==> config.mk <==
export PLATFORM = sky130hd
export DESIGN_NAME = ram8_scanner
export DESIGN_NICKNAME = d
export VERILOG_FILES = /design/src/rtl/ram8_scanner.sv
export SDC_FILE = /design/constraint.sdc
export NUM_CORES = 1
export LEC_CHECK = 0
export ABC_AREA = 1
export CAP_MARGIN = 20
export CORE_ASPECT_RATIO = 1.4
export CORE_MARGIN = 3
export CORE_UTILIZATION = 30
export CTS_CLUSTER_SIZE = 10
export DETAILED_ROUTE_END_ITERATION = 12
export DONT_BUFFER_PORTS = 1
export GPL_TIMING_DRIVEN = 0
export PLACE_DENSITY_LB_ADDON = 0.25
export SLEW_MARGIN = 20
export SYNTH_ARGS = -nofsm -noshare
export SYNTH_HDL_FRONTEND = slang
export SYNTH_SLANG_ARGS = --single-unit
==> constraint.sdc <==
create_clock -name i_clock -period 2.6 [get_ports i_clock]
set_input_delay 0.26 -clock i_clock [delete_from_list [all_inputs] [get_ports i_clock]]
set_output_delay 0.26 -clock i_clock [all_outputs]
set_load 0.03 [all_outputs]
==> src/rtl/ram8_scanner.sv <==
// Sequencer for an 8x16 RAM8 port: optional incrementing-pattern fill, then an
// in-order read-back streamed over valid/ready with a running 16-bit checksum.
module ram8_scanner (
    input  logic        i_clock,
    input  logic        i_reset,
    input  logic        i_start,
    input  logic        i_fill,
    input  logic [15:0] i_fill_base,
    output logic [15:0] o_ram_in,
    output logic        o_ram_load,
    output logic [2:0]  o_ram_address,
    input  logic [15:0] i_ram_out,
    output logic [15:0] o_data_out,
    output logic        o_data_valid,
    input  logic        i_data_ready,
    output logic        o_busy,
    output logic        o_done,
    output logic [15:0] o_checksum
);

    typedef enum logic [1:0] {IDLE, FILL, READ, WAIT} state_t;

    state_t      r_state;
    logic [2:0]  r_addr;
    logic [15:0] r_base;
    logic [15:0] r_ram_in;
    logic        r_ram_load;
    logic [15:0] r_data_out;
    logic        r_data_valid;
    logic        r_busy;
    logic        r_done;
    logic [15:0] r_checksum;

    logic [2:0]  w_addr_next;
    logic [15:0] w_fill_word;

    assign w_addr_next = r_addr + 3'd1;
    assign w_fill_word = r_base + {13'd0, w_addr_next};

    // ram_in/ram_load are registered one step ahead so they line up with the
    // address of the write that lands on the next edge.
    always_ff @(posedge i_clock or posedge i_reset) begin
        if (i_reset) begin
            r_state      <= IDLE;
            r_addr       <= '0;
            r_base       <= '0;
            r_ram_in     <= '0;
            r_ram_load   <= 1'b0;
            r_data_out   <= '0;
            r_data_valid <= 1'b0;
            r_busy       <= 1'b0;
            r_done       <= 1'b0;
            r_checksum   <= '0;
        end else begin
            r_done <= 1'b0;
            case (r_state)
                IDLE: begin
                    if (i_start) begin
                        r_base     <= i_fill_base;
                        r_checksum <= '0;
                        r_addr     <= '0;
                        r_busy     <= 1'b1;
                        if (i_fill) begin
                            r_state    <= FILL;
                            r_ram_load <= 1'b1;
                            r_ram_in   <= i_fill_base;
                        end else begin
                            r_state <= READ;
                        end
                    end
                end
                FILL: begin
                    r_addr <= w_addr_next;
                    if (r_addr == 3'd7) begin
                        r_state    <= READ;
                        r_ram_load <= 1'b0;
                        r_ram_in   <= '0;
                    end else begin
                        r_ram_in <= w_fill_word;
                    end
                end
                READ: begin
                    r_data_out   <= i_ram_out;
                    r_data_valid <= 1'b1;
                    r_checksum   <= r_checksum + i_ram_out;
                    r_state      <= WAIT;
                end
                WAIT: begin
                    if (i_data_ready) begin
                        r_data_valid <= 1'b0;
                        r_addr       <= w_addr_next;
                        if (r_addr == 3'd7) begin
                            r_state <= IDLE;
                            r_busy  <= 1'b0;
                            r_done  <= 1'b1;
                        end else begin
                            r_state <= READ;
                        end
                    end
                end
                default: r_state <= IDLE;
            endcase
        end
    end

    assign o_ram_in      = r_ram_in;
    assign o_ram_load    = r_ram_load;
    assign o_ram_address = r_addr;
    assign o_data_out    = r_data_out;
    assign o_data_valid  = r_data_valid;
    assign o_busy        = r_busy;
    assign o_done        = r_done;
    assign o_checksum    = r_checksum;

endmodule

### Word-level counts from Yosys, hierarchy flattened

Cells that the tools add are included.

* $add $sub $neg: 3
* multiplexer cells: 27
* eq/ne operators: 9
* reductions and logical operators: 14

Operator list (number)
* two-way mux 16 bit: 4
* case mux 16 bit (2 select lines): 2
* adder 16 bit: 1
* adder 16 x 3 -> 16 bit: 1
* two-way mux 2 bit: 5
* != test 2 bit, second input constant: 5
* two-way mux 1 bit: 9
* case mux 3 bit (3 select lines): 1
* AND reduction 3 bit: 3
* case mux 2 bit (4 select lines): 1
* AND reduction 4 bit: 2
* nonzero test 2 bit: 4
* two-way mux 3 bit: 2
* case mux 1 bit (2 select lines): 3
* AND reduction 2 bit: 3
* == test 2 bit, second input constant: 2
* adder 3 x 1 -> 3 bit, second input constant: 1
* == test 3 bit, second input constant: 1
* nonzero test 3 bit: 1
* == test 2 x 1 -> 1 bit, second input constant: 1
* zero test 2 bit: 1

* bits of input ports: 37
* register bits after elaboration: 73

### Logic depth before layout (Yosys ltp)

* depth in word-level cells: 4
* depth in mapped cells: 12
* mapped depth without buffers: 12

### Worst setup path before layout

No wires, ideal clock.

* kind: register to register
* start: register r_addr[0] (netlist: o_ram_address[0])
* end: register r_ram_in[7] (netlist: o_ram_in[7])
* arrival: 2.084 ns
* library setup time: 0.123 ns
* required time: 2.477 ns
* cell stages (with the launch flop): 12
* path slack: 0.393 ns
* buffers on the path: 0
* cell sequence: dfrtp_1 -> ha_1 -> ha_1 -> ha_1 -> or2_2 -> nand2_1 -> nor2_1 -> nand2_1 -> o21ai_0 -> inv_1 -> o21ai_0 -> nand2_1

* longest elaborated chain between the ends: 4
* elaborated cells on any way between the ends: 5

RTL lines
* start, declared: line 24 `logic [2:0] r_addr;`
* start signal, assigned: line 73 `r_addr <= w_addr_next;`
* start signal, assigned: line 91 `r_addr <= w_addr_next;`
* adder 3 x 1 -> 3 bit: line 37 `assign w_addr_next = r_addr + 3'd1;`
* adder 16 x 3 -> 16 bit: line 38 `assign w_fill_word = r_base + {13'd0, w_addr_next};`
* two-way mux 16 bit (*): line 74 `if (r_addr == 3'd7) begin`
* case mux 16 bit (2 select lines) (*): line 56 `case (r_state)`
* end signal, assigned: line 66 `r_ram_in <= i_fill_base;`
* end signal, assigned: line 79 `r_ram_in <= w_fill_word;`
* end, declared: line 26 `logic [15:0] r_ram_in;`

Every way passes the cells marked *; elsewhere a longest branch is shown, timed or not.
A chain may end at the register's enable or synchronous reset.

### Worst setup path after layout

Ends and elaborated chain as after synthesis.

==> results by group <==
Timing
  – Setup TNS Final: 0 ns
  – Slew HR: 0.5547
  – Period Utilization, post-route: 0.9468
  – Setup-failing EPs final: 0
  – Setup Skew: 0.007763 ns
  – Final Hold Vio Count: 0
  – Worst Tran Pin Value: 0.6679 ns
  – Slew Viols, Final: 0
  – RSZ-0062 raised after global routing: false
  – Fmax: 406.2 MHz
  – Fin crit period: 2.462 ns
  – PnR worst setup slack: 0.1383 ns

Floorplan
  – I/O pin count: 92
  – Starting density of the core: 0.3128
  – Die height: 147.1 um
  – Die area: 15710 um^2
  – Die span in x: 106.8 um
  – Site Rows: 50
  – Core area: 13640 um^2

Power
  – Internal: 0.003336 W
  – Pwr Total: 0.006882 W
  – Switching share of total power: 0.5152
  – Clk network pwr share: 0.164
  – Peak supply drop: 0.5658 mV
  – Flop pwr share: 0.431
  – Leak pwr: 2.521 nW
  – Switch Pwr: 0.003546 W
  – PD cells: 1431 nW/um^2
  – Comb pwr share: 0.405

Placement
  – RePlAce Congestion: 0.8347
  – Dpl hpwl: 9.161 mm
  – Pre-CTS WS: -0.009269 ns
  – Port Buffer Count: 0

Synthesis
  – Number of synthesized register bits: 73
  – Gate Count Post-Synth: 587
  – Syn nets: 646
  – Avg Synthesized Cell Area: 7.268 um^2
  – Synth area leaders: dfrtp_1 (43%), nand2_1 (20%), inv_1 (6.3%)
  – Sequential area share after synthesis: 0.4282
  – Synth cell types: 30
  – Area fraction of the dominant cell type after synthesis: 0.4282
  – Post-synth top area cell: dfrtp_1
  – Post-synthesis cell area: 4267 um^2
  – Yosys warns: 0

Layout
  – Area growth from synthesis to layout: 12.70%
  – Most common cell after layout, fill and taps aside: nand2_1
  – Fraction of layout cells with a size suffix above 1: 0.07450
  – N_diodes: 0
  – Commonest non-fill, non-tap cells in the layout: nand2_1 (232), inv_1 (71), dfrtp_1 (71)
  – Fin nets: 659

GRT
  – Remaining Overflow, GRT: 0
  – First-pass GRT wire length: 19.82 mm
  – Total track usage: 0.1591
  – Initial antenna violation count: 0
  – Largest net degree at the start of global routing: 52
  – Number of global-route vias before repair: 3872

Job
  – Max Cap Violations: 0

Route
  – Final ANT Viol Nets: 0
  – WL/cell: 15.08 um
  – First-pass DRT Iterations: 5
  – Initial drt markers: 135
  – Via count: 3717
  – DRC: 0
  – DR vias/cell: 4.729
  – WL final: 11.85 mm

Worst setup path
  – Worst Reg-to-Reg Cells: 8
  – WS Path Type: flop to flop
  – CP max FO: 4
  – R2R Setup Slk: 0.14 ns
  – CP Data Arrival Time: 2.66 ns
  – FF-to-FF Start: o_ram_address[0]
  – Startpoint types: flop
  – Critical Path Sink Type: flop
  – Reg-to-Reg End: o_ram_in[7]
  – Req. time, crit path: 2.80 ns

Status
  – Outcome: finished, final reports clean

Worst hold path
  – Worst hold path type: primary input to flop
  – Hold path startpoint: i_ram_out[4]
  – Hold depth: 2
  – Min-Delay Endpoint: o_data_out[4]

CTS
  – Setup bufs post-CTS: 0
  – CTS tree: yes
  – Total CTS buffers: 9
  – Clk_lat worst skew: 0.33 ns
  – Clock Path Buffers: 2
  – H-tree depth: 3
  – Root Driver: clkbuf_16
  – # clock sinks: 73
  – Reg clk slew, reported paths: 0.06 ns
[layout make-up]
| class | count | area (um^2) |
|---|---|---|
| Clock inverter | 3 | 17.52 |
| Sequential cell | 73 | 1829 |
| Timing Repair Buffer | 2 | 37.54 |
| Clock buffer | 12 | 246.5 |
| Tap cell | 182 | 227.7 |
| Multi-Input combinational cell | 426 | 2086 |
| Fill cell | 1478 | 8830 |
| Inverter | 77 | 291.5 |
| Buffer | 11 | 72.57 |
[per-layer routing]
metal	vias to the layer above	GRT usage	wire [um]
li1	1876	-	-
met1	1725	0.1707	4499
met2	94	0.2963	6404
met3	22	0.04615	726
met4	0	0.04926	221
met5	-	0	0
[logic make-up (layout without fill, tap and decap cells)]
logic type | after synthesis | after routing | synth area share
AOI/OAI and AO/OA | 73 | 73 | 0.09824
xor gates and xnor gates | 3 | 3 | 0.006159
adders and majority gates | 22 | 22 | 0.06804
buffers and inverters | 88 | 105 | 0.08475
DFF | 73 | 73 | 0.4282
and+or+nand+nor | 328 | 328 | 0.3147
[registers in the layout, summed over array words and instances, names as in the netlist]
| signal | cells |
|---|---|
| o_busy | 1 |
| o_checksum | 16 |
| o_data_out | 16 |
| o_data_valid | 1 |
| o_done | 1 |
| o_ram_address | 3 |
| o_ram_in | 16 |
| o_ram_load | 1 |
| r_base | 16 |
| r_state | 2 |
[power groups by stage]
stage | sequential [W] | clock [W] | combinational [W]
after floorplan | 0.00284 | 0 | 0.00214
after global placement | 0.00299 | 0 | 0.00275
after detailed placement | 0.00300 | 0 | 0.00280
after CTS | 0.00299 | 0.00117 | 0.00282
after global routing | 0.00305 | 0.00122 | 0.00326
final | 0.00297 | 0.00113 | 0.00279
[worst max-delay path: stages (launching register included)]
cell and delay, ns:
dfrtp_2 0.49, ha_1 0.24, ha_1 0.31, ha_1 0.30, or2_2 0.30, nand2_1 0.21
nor2_1 0.11, o21ai_0 0.28, nand2_1 0.10
[worst max path at each step]
stage / startpoint / end / slack, ns
final: o_ram_address[0] / o_ram_in[7] / 0.14
after global routing: o_ram_address[0] / o_ram_in[7] / 0.02
after CTS: o_ram_address[0] / o_ram_in[7] / 0.05
after detailed placement: o_ram_address[0] / o_ram_in[7] / -0.009
after global placement: i_reset / r_base[14] / -0.54
after floorplan: o_ram_address[0] / o_ram_in[7] / 0.39
[cells in the mapped netlist (all sizes together)]
cell type / number
nand2: 234
inv: 77
dfrtp: 73
nand3: 41
nor2: 41
o21ai: 34
a21oi: 27
ha: 20
buf: 9
a22oi: 6
nor3: 4
nand4: 3
o211ai: 3
or2: 3
xor2: 3
clkbuf: 2
fa: 2
nand3b: 2
a22o: 1
a32oi: 1
o31ai: 1
[stage by stage]
step | cell area [um^2] | hold WS, ns | utilization | instances
6_report | 4808 | 0.03526 | 0.3526 | 786
3_5_place_dp | 4524 | 0.1220 | 0.3317 | 770
5_1_grt | 4808 | 0.03452 | 0.3526 | 786
4_1_cts | 4801 | 0.02532 | 0.3520 | 786
3_3_place_gp | 4494 | 0.3725 | 0.3295 | 769
2_1_floorplan | 4267 | 0.3696 | - | 587
[what timing repair did]
item | CTS | global route
gates resized for setup | 1 | 3
hold buffers | 1 | 0
endpoints found under the hold margin | 22 | 0
endpoints found under the setup margin | 1 | 2
No activity file was read; power rests on OpenSTA's default activity.
